`src/rtl/mux_n_to_1_arb_if.sv`:
```
// -----------------------------------------------------------------------------
// mux_n_to_1_arb_if
//   Bundles the handshake and data signals of the N:1 registered multiplexer.
//   Input side:  in_data (NUM_INPUTS packed channels), in_valid, in_ready.
//   Output side: out_data, out_valid, out_ready, out_src (index of the
//                channel that produced out_data).
//   master : the environment (producers and sink) driving the multiplexer.
//   slave  : the multiplexer itself.
// -----------------------------------------------------------------------------
interface mux_n_to_1_arb_if #(
  parameter int WIDTH      = 32,
  parameter int NUM_INPUTS = 4
) ();
  localparam int SEL_W = $clog2(NUM_INPUTS);

  logic [NUM_INPUTS*WIDTH-1:0] in_data;
  logic [NUM_INPUTS-1:0]       in_valid;
  logic [NUM_INPUTS-1:0]       in_ready;
  logic [WIDTH-1:0]            out_data;
  logic                        out_valid;
  logic                        out_ready;
  logic [SEL_W-1:0]            out_src;

  modport master (
    output in_data, in_valid, out_ready,
    input  in_ready, out_data, out_valid, out_src
  );

  modport slave (
    input  in_data, in_valid, out_ready,
    output in_ready, out_data, out_valid, out_src
  );
endinterface

```
`src/rtl/mux_n_to_1_arb.sv`:
```
// -----------------------------------------------------------------------------
// mux_n_to_1_arb
//   N-input, WIDTH-bit registered multiplexer with valid/ready on every input
//   and on the output. One output register stage: latency 1, throughput 1/cycle.
//   mode = 0 : channel chosen by sel (sel >= NUM_INPUTS grants nothing).
//   mode = 1 : round-robin over valid channels starting at rr_ptr.
// Ports
//   clk    : rising-edge clock
//   reset  : synchronous, active-high; clears output register and rr_ptr,
//            forces in_ready to zero
//   mode   : 0 = select, 1 = round-robin
//   sel    : channel index used in select mode
//   bus    : slave view of mux_n_to_1_arb_if (data, valid/ready, out_src)
// -----------------------------------------------------------------------------
module mux_n_to_1_arb #(
  parameter  int WIDTH      = 32,
  parameter  int NUM_INPUTS = 4,
  localparam int SEL_W      = $clog2(NUM_INPUTS)
) (
  input  logic             clk,
  input  logic             reset,
  input  logic             mode,
  input  logic [SEL_W-1:0] sel,
  mux_n_to_1_arb_if.slave  bus
);

  logic [WIDTH-1:0]      data_arr [NUM_INPUTS];
  logic [NUM_INPUTS-1:0] grant;
  logic                  grant_any;
  logic [SEL_W-1:0]      grant_idx;
  logic [WIDTH-1:0]      grant_data;
  logic                  load;

  logic [WIDTH-1:0]      out_data_reg;
  logic                  out_valid_reg;
  logic [SEL_W-1:0]      out_src_reg;
  logic [SEL_W-1:0]      rr_ptr_reg;
  logic [SEL_W-1:0]      rr_ptr_next;

  // The output register can accept a new word when empty or being drained.
  assign load = !out_valid_reg || bus.out_ready;

  generate
    for (genvar gi = 0; gi < NUM_INPUTS; gi++) begin : g_chan
      assign data_arr[gi]     = bus.in_data[gi*WIDTH +: WIDTH];
      assign grant[gi]        = grant_any && (grant_idx == SEL_W'(gi));
      assign bus.in_ready[gi] = load && grant[gi] && !reset;
    end
  endgenerate

  // Grant selection. In round-robin mode the candidate index is formed one
  // bit wider than SEL_W so that rr_ptr + k cannot overflow before the
  // modulo-N correction; this keeps non-power-of-two channel counts exact.
  always_comb begin : grant_logic
    logic [SEL_W:0] cand;
    grant_any = 1'b0;
    grant_idx = '0;
    cand      = '0;
    if (mode) begin
      for (int k = 0; k < NUM_INPUTS; k++) begin
        cand = {1'b0, rr_ptr_reg} + (SEL_W+1)'(k);
        if (cand >= (SEL_W+1)'(NUM_INPUTS)) begin
          cand = cand - (SEL_W+1)'(NUM_INPUTS);
        end
        for (int i = 0; i < NUM_INPUTS; i++) begin
          if (!grant_any && (cand == (SEL_W+1)'(i)) && bus.in_valid[i]) begin
            grant_any = 1'b1;
            grant_idx = SEL_W'(i);
          end
        end
      end
    end else begin
      // Compare against every legal index so an out-of-range sel simply
      // matches nothing instead of indexing past the channel array.
      for (int i = 0; i < NUM_INPUTS; i++) begin
        if ((sel == SEL_W'(i)) && bus.in_valid[i]) begin
          grant_any = 1'b1;
          grant_idx = SEL_W'(i);
        end
      end
    end
  end

  // AND-OR data mux over the one-hot grant.
  always_comb begin
    grant_data = '0;
    for (int i = 0; i < NUM_INPUTS; i++) begin
      if (grant[i]) begin
        grant_data = grant_data | data_arr[i];
      end
    end
  end

  // Pointer advances past the winner, wrapping from NUM_INPUTS-1 to 0.
  assign rr_ptr_next = (grant_idx == SEL_W'(NUM_INPUTS-1)) ? '0
                                                           : grant_idx + SEL_W'(1);

  always_ff @(posedge clk) begin
    if (reset) begin
      out_data_reg  <= '0;
      out_valid_reg <= 1'b0;
      out_src_reg   <= '0;
      rr_ptr_reg    <= '0;
    end else if (load) begin
      if (grant_any) begin
        out_data_reg  <= grant_data;
        out_src_reg   <= grant_idx;
        out_valid_reg <= 1'b1;
        if (mode) begin
          rr_ptr_reg <= rr_ptr_next;
        end
      end else begin
        // Bubble: data and source index keep their last values.
        out_valid_reg <= 1'b0;
      end
    end
  end

  assign bus.out_data  = out_data_reg;
  assign bus.out_valid = out_valid_reg;
  assign bus.out_src   = out_src_reg;

endmodule
```
`src/flat_wrapper.sv`:
```
// flat-port wrapper written by rule: the top's interface ports become plain ports
module mux_n_to_1_arb_flat 
#(
  parameter  int WIDTH      = 32,
  parameter  int NUM_INPUTS = 4,
  localparam int SEL_W      = $clog2(NUM_INPUTS)
)
  (clk, reset, mode, sel, bus_in_data, bus_in_valid, bus_out_ready, bus_in_ready, bus_out_data, bus_out_valid, bus_out_src);
  mux_n_to_1_arb_if #(.WIDTH(WIDTH), .NUM_INPUTS(NUM_INPUTS)) bus_i ();
  input  logic clk;
  input  logic reset;
  input  logic mode;
  input  logic [SEL_W-1:0] sel;
  input wire logic [$bits(bus_i.in_data)-1:0] bus_in_data;
  input wire logic [$bits(bus_i.in_valid)-1:0] bus_in_valid;
  input wire logic [$bits(bus_i.out_ready)-1:0] bus_out_ready;
  output wire logic [$bits(bus_i.in_ready)-1:0] bus_in_ready;
  output wire logic [$bits(bus_i.out_data)-1:0] bus_out_data;
  output wire logic [$bits(bus_i.out_valid)-1:0] bus_out_valid;
  output wire logic [$bits(bus_i.out_src)-1:0] bus_out_src;
  assign bus_i.in_data = bus_in_data;
  assign bus_i.in_valid = bus_in_valid;
  assign bus_i.out_ready = bus_out_ready;
  assign bus_in_ready = bus_i.in_ready;
  assign bus_out_data = bus_i.out_data;
  assign bus_out_valid = bus_i.out_valid;
  assign bus_out_src = bus_i.out_src;
  mux_n_to_1_arb #(.WIDTH(WIDTH), .NUM_INPUTS(NUM_INPUTS)) u_core (.clk(clk), .reset(reset), .mode(mode), .sel(sel), .bus(bus_i));
endmodule
```
`config.mk`:
```
export PLATFORM = sky130hd
export DESIGN_NAME = mux_n_to_1_arb_flat
export DESIGN_NICKNAME = d
export VERILOG_FILES = /design/src/rtl/mux_n_to_1_arb_if.sv /design/src/rtl/mux_n_to_1_arb.sv /design/src/flat_wrapper.sv
export SDC_FILE = /design/constraint.sdc
export NUM_CORES = 1
export LEC_CHECK = 0
export CAP_MARGIN = 30
export CORE_MARGIN = 3
export CORE_UTILIZATION = 30
export DETAILED_ROUTE_END_ITERATION = 8
export PLACE_DENSITY_LB_ADDON = 0.2
export RECOVER_POWER = 100
export SETUP_SLACK_MARGIN = 0.1
export SLEW_MARGIN = 15
export SYNTH_ARGS = -nofsm -noshare
export SYNTH_HDL_FRONTEND = slang
export SYNTH_SLANG_ARGS = --single-unit
export TNS_END_PERCENT = 1
```
`constraint.sdc`:
```
create_clock -name clk -period 4.1 [get_ports clk]
set_input_delay 0.82 -clock clk [delete_from_list [all_inputs] [get_ports clk]]
set_output_delay 0.82 -clock clk [all_outputs]
set_load 0.02 [all_outputs]
```
# --- Word-level counts from Yosys, hierarchy flattened ---
# Index checks and enable logic that the tools add are counted.
classes:
  n_mux: 69
  n_bitwise: 3
  eq_ne: 18
  addsub: 8
  order_cmp: 4
  reduce_logical: 73
op_table:
  columns: ["op", "n"]
  rows:
  - ["2-to-1 mux 32 bit", 4]
  - ["OR 32 bit", 3]
  - ["logical AND 1 bit", 47]
  - ["2-to-1 mux 1 bit", 39]
  - ["2-to-1 mux 2 bit", 18]
  - ["== test 3 x 2 -> 1 bit (second input constant)", 8]
  - ["2-to-1 mux 3 bit", 8]
  - ["zero test 1 bit", 17]
  - ["== test 3 x 1 -> 1 bit (second input constant)", 4]
  - ["zero test 3 bit", 4]
  - [">= comparator 3 bit (second input constant)", 3]
  - ["subtractor 3 bit (second input constant)", 3]
  - ["== test 2 bit (second input constant)", 4]
  - ["adder 2 x 2 -> 3 bit (second input constant)", 2]
  - ["== test 2 x 1 -> 1 bit (second input constant)", 2]
  - ["zero test 2 bit", 2]
  - ["adder 2 x 1 -> 3 bit (second input constant)", 1]
  - [">= comparator 2 x 3 -> 1 bit (second input constant)", 1]
  - ["AND reduction 3 bit", 1]
  - ["subtractor 2 x 3 -> 3 bit (second input constant)", 1]
  - ["adder 2 x 1 -> 2 bit (second input constant)", 1]
  - ["AND reduction 2 bit", 1]
  - ["logical OR 1 bit", 1]
word_totals:
  reg_bits: 37
  word_cells: 179

# --- Logic depth before layout (Yosys ltp) ---
# Gate-level depths: netlist of run 1.
logic_depth:
  word_depth: 91
  mapped_depth: 11
  mapped_depth_nobuf: 9

# --- Worst setup path after synthesis of run 1 ---
# No wires, ideal clock.
synth_path:
  path_type: "in2out"
  startpoint: "in bus_in_valid[1]"
  endpoint: "out bus_in_ready[0]"
  arrival_time_ns: 2.658
  setup_slack_ns: 0.622
  required_ns: 3.280
  n_path_buf: 2
  stages: 8
  path_cell_list: "nor3b_1 -> nand2b_1 -> o22ai_1 -> inv_1 -> ha_1 -> buf_1 -> clkbuf_1 -> nor3b_1"
synth_between:
  elab_chain_len: 77
synth_rtl:
  columns: ["element", "line", "rtl"]
  rows:
  - ["from (decl)", "flat_wrapper.sv:15", "input wire logic [$bits(bus_i.in_valid)-1:0] bus_in_valid;"]
  - ["logical AND 1 bit", "mux_n_to_1_arb.sv:66", "if (!grant_any && (cand == (SEL_W+1)'(i)) && bus.in_valid[i]) begin"]
  - ["2-to-1 mux 1 bit", "mux_n_to_1_arb.sv:66", null]
  - ["2-to-1 mux 1 bit", "mux_n_to_1_arb.sv:59", "if (mode) begin"]
  - ["zero test 1 bit", "mux_n_to_1_arb.sv:66", null]
  - ["logical AND 1 bit (2 in series)", "mux_n_to_1_arb.sv:66", null]
  - ["2-to-1 mux 1 bit", "mux_n_to_1_arb.sv:66", null]
  - ["2-to-1 mux 1 bit", "mux_n_to_1_arb.sv:59", null]
  - ["zero test 1 bit", "mux_n_to_1_arb.sv:66", null]
  - ["[... 59 more ...]", null, null]
  - ["zero test 1 bit", "mux_n_to_1_arb.sv:66", null]
  - ["logical AND 1 bit (2 in series)", "mux_n_to_1_arb.sv:66", null]
  - ["2-to-1 mux 2 bit", "mux_n_to_1_arb.sv:66", null]
  - ["2-to-1 mux 2 bit (*)", "mux_n_to_1_arb.sv:59", null]
  - ["net u_core.grant_idx[0]", "mux_n_to_1_arb.sv:30", "logic [SEL_W-1:0] grant_idx;"]
  - ["zero test 2 bit (*)", "mux_n_to_1_arb.sv:46", "assign grant[gi] = grant_any && (grant_idx == SEL_W'(gi));"]
  - ["logical AND 1 bit (*)", "mux_n_to_1_arb.sv:46", null]
  - ["logical AND 1 bit (*) (2 in series)", "mux_n_to_1_arb.sv:47", "assign bus.in_ready[gi] = load && grant[gi] && !reset;"]
  - ["to (decl)", "flat_wrapper.sv:17", "output wire logic [$bits(bus_i.in_ready)-1:0] bus_in_ready;"]
# Mark *: on every way through the listed nets, which the timed path passes. The rest lies on a longest branch. The select of a mux whose other input is x is not followed.

# --- Worst setup path after layout of run 1 ---
layout_path:
  startpoint: "in bus_in_valid[2]"
  endpoint: "out bus_in_ready[0]"
layout_between:
  elab_chain_len: 72
layout_rtl:
  columns: ["element", "line"]
  rows:
  - ["logical AND 1 bit", "mux_n_to_1_arb.sv:66"]
  - ["2-to-1 mux 1 bit", "mux_n_to_1_arb.sv:66"]
  - ["2-to-1 mux 1 bit", "mux_n_to_1_arb.sv:59"]
  - ["zero test 1 bit", "mux_n_to_1_arb.sv:66"]
  - ["logical AND 1 bit (2 in series)", "mux_n_to_1_arb.sv:66"]
  - ["2-to-1 mux 1 bit", "mux_n_to_1_arb.sv:66"]
  - ["2-to-1 mux 1 bit", "mux_n_to_1_arb.sv:59"]
  - ["zero test 1 bit", "mux_n_to_1_arb.sv:66"]
  - ["[... 54 more ...]", null]
  - ["zero test 1 bit", "mux_n_to_1_arb.sv:66"]
  - ["logical AND 1 bit (2 in series)", "mux_n_to_1_arb.sv:66"]
  - ["2-to-1 mux 2 bit", "mux_n_to_1_arb.sv:66"]
  - ["2-to-1 mux 2 bit (*)", "mux_n_to_1_arb.sv:59"]
  - ["net u_core.grant_idx[0]", "mux_n_to_1_arb.sv:30"]
  - ["zero test 2 bit (*)", "mux_n_to_1_arb.sv:46"]
  - ["logical AND 1 bit (*)", "mux_n_to_1_arb.sv:46"]
  - ["logical AND 1 bit (*) (2 in series)", "mux_n_to_1_arb.sv:47"]
# Marked as above.

==> results of run 1 <==
==> kinds of logic after synthesis <==
kind of cell | Yosys count | synth area share (%)
multiplexers | 4 | 1.76
AND/OR/NAND/NOR | 124 | 20.9
adder cells (fa/ha/maj) | 4 | 1.95
AO/OA/AOI/OAI | 80 | 39.1
buffers and inverters | 35 | 7.38
flip-flops | 37 | 28.9
==> routing by layer <==
layer	track usage, %	up-vias	share of wire, %
li1	-	1403	-
met1	25.3	1360	44
met2	32.7	137	47
met3	5.36	7	8.2
met4	4.10	0	0.90
met5	0	-	0
==> timing repair <==
item                       CTS  global route
resized for setup            1             2
setup buffers                0             0
pin swaps                    0             0
setup endpoints to repair    2             4
==> worst register-to-register path: cells and delay by family (launching register included) <==
family                     cells  cell delay [ns]
AOI/OAI and AO/OA              3             0.56
adders and majority gates      1             0.16
buffers and inverters          3             1.12
DFF                            1             0.44
and+or+nand+nor                4             0.81
==> power breakdown <==
group          switching [mW]  internal (mW)
Sequential             0.0238          0.407
Combinational           0.290          0.292
Clock                   0.147          0.198
==> final cells by class <==
class | count | area, um2 | area share [%]
Tap cell | 105 | 131 | 2.99
Multi-Input combinational cell | 212 | 1550 | 35.3
Timing Repair Buffer | 189 | 1840 | 41.8
Clock inverter | 2 | 37.5 | 0.854
Clock buffer | 6 | 82.6 | 1.88
Sequential cell | 37 | 741 | 16.9
Inverter | 4 | 15.0 | 0.342
==> per-stage QoR <==
stage / util [%] / instance area (um2) / hold WS (ns)
2_1_floorplan: - / 2560 / 0.539
3_3_place_gp: 53.0 / 4380 / 0.489
3_5_place_dp: 53.0 / 4380 / 0.493
4_1_cts: 54.6 / 4510 / 0.512
5_1_grt: 53.2 / 4390 / 0.528
6_report: 53.2 / 4390 / 0.504
==> placed cells by master, fill, tap and decap left out, drive strengths merged, types with 2 or more instances in the layout <==
cell,n
a21boi,2
a21oi,4
a221oi,32
a311oi,33
and2,2
and3,2
buf,10
clkbuf,11
clkdlybuf4s50,139
dfxtp,37
dlygate4sd3,35
ha,4
inv,4
mux2i,3
nand2,61
nand2b,3
nand3,10
nor2,37
nor3b,5
o22ai,2
==> final timing paths <==
kind,cells after the start,start,endpoint,slack [ns]
min reg2reg,2,u_core.bus.out_data[23],u_core.bus.out_data[23],0.50
max,9,bus_in_valid[2],bus_in_ready[0],0.16
max reg2reg,11,u_core.rr_ptr_reg[0],u_core.bus.out_data[14],0.92
min,2,u_core.bus.out_data[23],u_core.bus.out_data[23],0.50
==> impl_results.md, run 1 <==
- Number of synthesized flops with an enable pin: 0
- Async set-or-reset flop fraction in the synthesized netlist: 0%
- Synth Flop Type: dfxtp_1
- Top cells by area, synth: dfxtp_1 (29%), a311oi_2 (17%), a221oi_2 (12%)
- CP max stage delay: 0.65 ns
- Htree depth: 2
- Largest net degree at the start of global routing: 34
- Die footprint: 0.00968 mm2
- Final slew viol count: 0
- Gr ovfl total: 0
- Crit-path slowest cell: clkdlybuf4s50_1
- Core footprint: 0.00826 mm2
- Drt pass-1 iters: 4
- Total GRT Usage: 19.6%
- Antenna-violating nets left: 0
- Max-Cap Viols: 0
- Count of final hold-check violations: 0
- CTS Hold Buffers Added: 0
- Post-synthesis register bit count: 37
- Max reg flops: 32
- WL final: 9880 um
- Worst skew pair latency: 0.30 ns
- Layout Cells excl Fill: 555
- Setup crit end kind: primary output
- Final nets: 591
- Outcome: complete, no violations
- Distinct cell type count of the synthesized netlist: 36
- Dpl ws: 0.0742 ns
- Synth area leader: dfxtp_1
- Leak: 1.61 nW
- ANT cells: 0
- Maximum fanout along the worst path: 5
- CTS max path bufs: 2
- Worst rel slew slack: 34.9%
- CTS buffer count: 5
- Starting Density: 31.0%
- Cell count after synthesis: 284
- Final setup violation count: 0
- First-pass GRT wire length: 15300 um
- Post-synthesis instance area: 0.00256 mm2
- Die H: 98.4 um
- Final GP Congestion: 0.795
- Die W: 98.4 um
- Initial antenna violation count: 0
- WP data arrival: 3.12 ns
- DP HPWL: 7200 um
- Family with the most delay on the worst path: buffers and inverters
- Input/output buffers: 176
- Count leader, synth: nand2_1
- Least-Margin Pin Slew: 0.977 ns
- CP startpoint kind: input port
- Hold crit path type: flop to flop
- Min Tclk post-route: 3.94 ns
- Ports: 177
- Initial DRC Count: 60
- Fillers: 820
- F_max: 0.254 GHz
- CP most frequent cell: clkdlybuf4s50_1
- Synth top area share: 28.9%
- Sequential share of the synthesized area: 28.9%
- Top cells by count, synth: nand2_1 (61), dfxtp_1 (37), nor2_1 (37)
- Final setup margin: 0.161 ns
- Root buffer cell: clkbuf_8
- Via count: 2907
- Cell row count: 33
- Crit share post-route: 96.1%
- Placed insts: 547
- Drt wl/cell: 17.8 um
- Pwr dens: 309 mW/mm2
- Setup TNS: 0 ns
- Vias in the first global route: 2894
- Layout area overhead: 71.6%
- Syn_area_per_cell: 9.02 um2
- Clock transition at path regs: 0.08 ns
- RSZ-0062 raised after global routing: true
- Final Skew: 0.00551 ns
- Kind of critical path: input port to primary output
- Vias per cell: 5.24
- CP cell instances: clkdlybuf4s50_1 > buf_4 > mux2i_1 > o22ai_1 > o22ai_2 > inv_1 > ha_2 > nor3b_1 > clkdlybuf4s50_1
- DRC Markers: 0
- Synth Warn #: 0
- Buf/Inv on CP: 4
- # clock sinks: 37
- Req. time, crit path: 3.28 ns
- CTS tree: done
- Peak supply drop: 132 uV
- Syn Nets: 426
- Layout cells sized above 1: 13.8%
- Overall power: 1.36 mW
No activity file was read; power rests on OpenSTA's default activity.
==> run 2, diff against run 1 <==
ABC_AREA = 1   (was default)
==> run 2 against run 1 <==
Power grew 8.0%. First-iteration DRC count grew to 4.0 times the previous value. Design area grew 16%. Flip-flop and latch count is the same. Highest routed layer unchanged. Non-clock buffer count grew 13. Largest power group unchanged. Clock skew grew 0.0080 ns. Setup slack gained 0.071 ns. Critical endpoint unchanged. Combinational power grew 31%. Cell count grew 50%.
==> impl_results.md, run 2 <==
- Met1 usage: 25.2% (-0.090 points)
- Root buffer cell: clkbuf_8
- RSZ-0062 raised after global routing: false
- Async set-or-reset flop fraction in the synthesized netlist: 0% (unchanged)
- Path depth of the worst reg2reg path: 18 (+7)
- Gr ovfl total: 0 (unchanged)
- Synth Flop Type: dfxtp_1
- Synth top area share: 23.9% (-5.1 points)
- Distinct cell type count of the synthesized netlist: 32 (-11%)
- Final setup margin: 0.232 ns (+0.0709 ns)
- Post-synthesis instance area: 0.00311 mm2 (+21%)
- Placed Area: 0.00501 mm2 (+14%)
- Min Tclk post-route: 3.87 ns (-0.0709 ns)
- Kind of critical path: input port to primary output
- CTS max path bufs: 2 (unchanged)
- Final GP Congestion: 0.815 (+2.5%)
- Synth Warn #: 0 (unchanged)
- WL final: 12100 um (+22%)
- CP startpoint kind: input port
- GRT busiest layer: met2
- Worst reg2reg path startpoint: u_core.rr_ptr_reg[0]
- Ports: 177 (unchanged)
- Via count: 4045 (+39%)
- Final Util: 51.6% (-1.6 points)
- Post-route cell area: 0.00511 mm2 (+16%)
- Post-synthesis register bit count: 37 (unchanged)
- Worst reg2reg endpoint: u_core.bus.out_data[24]
- Final setup violation count: 0 (unchanged)
- Sequential share of the synthesized area: 23.9% (-5.1 points)
- Layout area overhead: 64.7%
- Top cells by count, synth: nand2_1 (123), nor2_1 (112), nand4_1 (100)
- Die H: 108 um (+9.5%)
- Crit share post-route: 94.3% (-1.7 points)
- Pwr dens: 287 mW/mm2 (-7.2%)
- Max-Cap Viols: 0 (unchanged)
- DP HPWL: 8530 um (+19%)
- Register-to-register setup slack: 1.14 ns (+0.22 ns)
- Clock transition at path regs: 0.07 ns (about the same)
- Vias in the first global route: 3982 (+38%)
- Least-Margin Pin Slew: 0.982 ns (+0.00503 ns)
- Final nets: 841 (+42%)
- Final Skew: 0.0135 ns (+0.00800 ns)
- Dpl ws: -0.251 ns (-0.325 ns)
- Cell count after synthesis: 535 (+88%)
- Input/output buffers: 176 (unchanged)
- Drt pass-1 iters: 4 (unchanged)
- HP Start: u_core.bus.out_data[3]
- Outcome: complete, no violations
- Final slew viol count: 0 (unchanged)
- Core footprint: 0.00991 mm2 (+20%)
- Htree depth: 2 (unchanged)
- Worst skew pair latency: 0.29 ns (about the same)
- GR met3 Demand/Resource: 4.98% (-0.38 points)
- Top cells by area, synth: dfxtp_1 (24%), nand4_1 (20%), nand2_1 (15%)
- WP data arrival: 3.05 ns (-0.07 ns)
- Grt met2 use: 35.9% (+3.2 points)
- Drt wl/cell: 14.5 um (-18%)
- Setup TNS: 0 ns (unchanged)
- Leak: 2.49 nW (+54%)
- Starting Density: 31.3% (+0.32 points)
- Most common cell after layout, fill and taps aside: clkdlybuf4s50_1
- Antenna-violating nets left: 0 (unchanged)
- Initial antenna violation count: 0 (unchanged)
- Synth area leader: dfxtp_1
- Max reg flops: 32 (unchanged)
- Count of final hold-check violations: 0 (unchanged)
- ANT cells: 0 (unchanged)
- Worst hold slack: 0.508 ns (+0.00422 ns)
- Vias per cell: 4.86 (-7.2%)
- Die W: 108 um (+9.5%)
- Peak supply drop: 148 uV (+12%)
- # clock sinks: 37 (unchanged)
- DRC Markers: 0 (unchanged)
- Syn Nets: 677 (+59%)
- Cell row count: 36 (+9.1%)
- Maximum fanout along the worst path: 5 (unchanged)
- Total GRT Usage: 20.6% (+0.98 points)
- Hold Path Stages: 2 (unchanged)
- CTS tree: done
- Number of synthesized flops with an enable pin: 0 (unchanged)
- Largest net degree at the start of global routing: 99 (+190%)
- First-pass GRT wire length: 19500 um (+27%)
- Count leader, synth: nand2_1
- Hold crit path type: flop to flop
- Commonest non-fill, non-tap cells in the layout: clkdlybuf4s50_1 (135), nand2_1 (120), nor2_1 (112), nand4_1 (100), inv_1 (46)
- Syn_area_per_cell: 5.80 um2 (-36%)
- F_max: 0.259 GHz (+1.8%)
- CTS buffer count: 5 (unchanged)
- Die footprint: 0.0116 mm2 (+20%)
- Setup crit end kind: primary output
- Layout cells sized above 1: 7.58% (-6.2 points)
- Req. time, crit path: 3.28 ns (about the same)
- Worst rel slew slack: 34.5% (-0.34 points)
- Worst Hold End: u_core.bus.out_data[3]
- Initial DRC Count: 238 (+300%)
## run 2: cell types whose count changed after synthesis, moves of 29 or more
cell / change
nor2_1: +75
nand2_1: +62
a311oi_2: -29
o21ai_1: +29
nand4_1: +100
inv_1: +44
## run 2: layout make-up
| class | count | area [um2] |
|---|---|---|
| Clock inverter | 1 | 7.51 |
| Sequential cell | 37 | 741 |
| Inverter | 51 | 191 |
| Clock buffer | 6 | 82.6 |
| Multi-Input combinational cell | 402 | 1980 |
| Timing Repair Buffer | 202 | 1940 |
| Fill cell | 1023 | 4790 |
| Tap cell | 133 | 166 |
## run 2: cells by family (layout without fill, tap and decap cells)
group / count (synthesis) / count (layout) / synth area share (%)
and+or+nand+nor: 356 / 356 / 54.1
buffers and inverters: 96 / 260 / 12.9
DFF: 37 / 37 / 23.9
adders and majority gates: 4 / 4 / 1.61
AOI/OAI and AO/OA: 42 / 42 / 7.53
## run 2: power breakdown
part / internal, mW / leakage [nW] / switching, mW / total [mW]
logic: 0.340 / 2.14 / 0.424 / 0.764
clock network: 0.133 / 0.0433 / 0.133 / 0.266
registers: 0.412 / 0.307 / 0.0245 / 0.436
## run 2: how the worst max path moves through the flow
stage               startpoint              end  slack [ns]
2_1_floorplan  bus_in_valid[3]  bus_in_ready[3]        0.38
3_3_place_gp   bus_in_valid[3]  bus_in_ready[1]       -0.07
3_5_place_dp   bus_in_valid[3]  bus_in_ready[3]       -0.25
4_1_cts        bus_in_valid[3]  bus_in_ready[1]        0.12
5_1_grt        bus_in_valid[3]  bus_in_ready[2]        0.04
6_report       bus_in_valid[2]  bus_in_ready[0]        0.23
## run 2: worst max-delay path, stage by stage
cell	delay [ns]
clkdlybuf4s50_1	0.48
buf_4	0.14
nand2_1	0.11
nand4_4	0.14
nor2_4	0.06
buf_4	0.14
nand4_1	0.08
o211ai_1	0.12
nor2_1	0.11
nand3_1	0.08
nand2_1	0.10
buf_4	0.13
ha_1	0.17
nand2_1	0.06
nor2_1	0.08
clkbuf_1	0.24
## run 2: per-layer routing
metal	vias to the layer above	share of wire, %
met5	-	0
met3	8	8.0
met2	136	49
met4	0	1.1
li1	2114	-
met1	1787	41
## run 2: stage by stage
stage	instances	power [mW]
finish	832	1.47
global placement	823	1.21
detailed placement	823	1.22
floorplan	535	0.865
global route	832	1.59
CTS	830	1.50
## run 2: what timing repair did
item | in CTS | in global routing
endpoints found under the setup margin | 4 | 4
gates resized for setup | 7 | 22
buffers inserted | 0 | 2
hold buffers | 0 | 0
pin swaps | 0 | 6
==> run 3, diff against run 2 <==
CORE_UTILIZATION = 42   (was 30)
==> run 3 against run 2 <==
Count of clock-buffer cells in the layout rose by 1. Routed wire length fell by 2.2%. Cell count fell by 4.7%. First-iteration DRC count fell by 9.2%. Die area fell by 27%.
==> impl_results.md, run 3 (synthesis results as in run 2) <==
- Post-route cell area: 0.00510 mm2 (-0.29%)
- # clock sinks: 37 (unchanged)
- CP Capture Point: bus_in_ready[3]
- Placed insts: 782 (-5.0%)
- Initial DRC Count: 216 (-9.2%)
- Vias in the first global route: 3933 (-1.2%)
- Htree depth: 2 (unchanged)
- Final nets: 838 (-0.36%)
- CP startpoint kind: input port
- Final Skew: 0.00230 ns (-0.0112 ns)
- Worst rel slew slack: 32.2% (-2.3 points)
- DP HPWL: 8320 um (-2.5%)
- Die W: 92.0 um (-15%)
- Area of the multi-input gates: 0.00201 mm2 (+1.1%)
- Leak: 2.49 nW (+0.31%)
- WL final: 11800 um (-2.2%)
- Drt pass-1 iters: 5 (+1)
- Drt wl/cell: 14.9 um (+2.6%)
- Cell row count: 30 (-17%)
- Die footprint: 0.00846 mm2 (-27%)
- Req. time, crit path: 3.28 ns (about the same)
- Worst reg2reg endpoint: u_core.bus.out_data[19]
- CTS max path bufs: 2 (unchanged)
- Ports: 177 (unchanged)
- Gr ovfl total: 0 (unchanged)
- Starting Density: 44.5% (+13 points)
- First-pass GRT wire length: 18800 um (-3.4%)
- WP data arrival: 3.12 ns (+0.07 ns)
- CP most frequent cell: nand2_1
- Sequential Area: 741 um2 (unchanged)
- Path depth of the worst reg2reg path: 18 (unchanged)
- Clock transition at path regs: 0.07 ns (about the same)
- Worst skew pair latency: 0.28 ns (about the same)
- Setup TNS: 0 ns (unchanged)
- Die H: 92.0 um (-15%)
- Worst reg2reg path startpoint: u_core.rr_ptr_reg[1]
- Layout Cells excl Fill: 793 (-4.7%)
- CP cell instances: clkdlybuf4s50_1 > buf_4 > nand2_1 > nand4_4 > nor2_4 > buf_4 > nand2_1 > o211ai_1 > nor2_1 > nand3_1 > nand2_1 > inv_2 > ha_1 > nand2_1 > nor2_1 > clkbuf_2
- Layout cells sized above 1: 7.03% (-0.55 points)
- Largest net degree at the start of global routing: 99 (unchanged)
- Kind of critical path: input port to primary output
- Final GP Congestion: 0.936 (+15%)
- Via count: 4224 (+4.4%)
- Final slew viol count: 0 (unchanged)
- Outcome: complete, no violations
- Hold crit path type: flop to flop
- Pwr dens: 300 mW/mm2 (+4.6%)
- Most common cell after layout, fill and taps aside: clkdlybuf4s50_1
- Total GRT Usage: 26.8% (+6.2 points)
- Fillers: 607 (-41%)
- F_max: 0.254 GHz (-1.9%)
- Crit share post-route: 96.2% (+1.8 points)
- Max-Cap Viols: 0 (unchanged)
- Layout area overhead: 64.2%
- Placed Area: 0.00495 mm2 (-1.3%)
- Register-to-register setup slack: 0.78 ns (-0.36 ns)
- Vias per cell: 5.33 (+9.6%)
- ANT cells: 0 (unchanged)
- Maximum fanout along the worst path: 5 (unchanged)
- Input/output buffers: 176 (unchanged)
- Core footprint: 0.00698 mm2 (-30%)
- Final setup violation count: 0 (unchanged)
- Final Util: 73.0% (+21 points)
- Peak supply drop: 160 uV (+8.5%)
- Worst Setup SP: bus_in_valid[1]
- CP max stage delay: 0.44 ns (-0.04 ns)
- Antenna-violating nets left: 0 (unchanged)
- Setup crit end kind: primary output
- CTS tree: done
- CTS buffer count: 5 (unchanged)
- Initial antenna violation count: 0 (unchanged)
- Count of final hold-check violations: 0 (unchanged)
- Max reg flops: 32 (unchanged)
- Crit-path slowest cell: clkdlybuf4s50_1
- Commonest non-fill, non-tap cells in the layout: clkdlybuf4s50_1 (136), nand2_1 (120), nor2_1 (112), nand4_1 (100), inv_1 (48)
- Min Tclk post-route: 3.94 ns (+0.0755 ns)
- Least-Margin Pin Slew: 1.02 ns (+0.0343 ns)
- Root buffer cell: clkbuf_8
- DRC Markers: 0 (unchanged)
## run 3: cell count changes in the layout (fill, tap and decap cells not counted), sizes merged
cell,change
clkbuf,+5
dlymetal6s2s,-1
clkinvlp,-1
clkdlybuf4s50,+1
bufinv,+1
inv,+1
buf,-7
clkinv,-1
## run 3: stage by stage
stage                     setup WS (ns)  hold slack, ns  power [mW]
after global placement          -0.0250           0.488        1.20
after detailed placement         -0.235           0.495        1.22
final                             0.157           0.509        1.53
after CTS                         0.108           0.516        1.54
after global routing            -0.0314           0.543        1.63
after floorplan                   0.381           0.478       0.865
## run 3: worst max-delay path, delay by kind of cell
| kind | cells | cell delay, ns |
|---|---|---|
| buffers and inverters | 5 | 1.02 |
| AND/OR/NAND/NOR | 9 | 0.90 |
| adder cells (fa/ha/maj) | 1 | 0.18 |
| AO/OA/AOI/OAI | 1 | 0.20 |
## run 3: final cells by class
cell class	instances	share of cell area (%)
clock buffers	7	1.69
clock inverters	1	0.589
inverters	51	3.75
multi-input cells	402	39.4
flip-flops and latches	37	14.5
well taps	96	2.36
repair buffers	199	37.7
## run 3: report_power, final
group          switching, mW  internal (mW)
sequential            0.0240          0.412
combinational          0.428          0.340
clock                  0.128          0.198
total                  0.580          0.950
## run 3: how the worst min path moves through the flow
stage,startpoint,end,slack [ns],depth (start not counted)
6_report,u_core.bus.out_data[4],u_core.bus.out_data[4],0.51,2
5_1_grt,u_core.bus.out_data[27],u_core.bus.out_data[27],0.54,2
4_1_cts,u_core.bus.out_data[13],u_core.bus.out_data[13],0.52,2
3_5_place_dp,u_core.bus.out_data[31],u_core.bus.out_data[31],0.50,2
3_3_place_gp,u_core.bus.out_data[13],u_core.bus.out_data[13],0.49,2
2_1_floorplan,u_core.rr_ptr_reg[1],u_core.rr_ptr_reg[1],0.48,2
## run 3: repair_timing
action / 4_1_cts / 5_1_grt
endpoints found under the setup margin: 4 / 4
gates resized for setup: 8 / 19
buffers inserted: 0 / 3
pin swaps: 0 / 6
hold buffers: 0 / 0
## run 3: layer usage
layer  vias up  routed length [um]  track usage, %
met1      1920                4540            31.1
met3        14                1020            5.74
met4         0                 142            6.81
li1       2110                   -               -
met2       180                6130            49.6
met5         -                   0               0
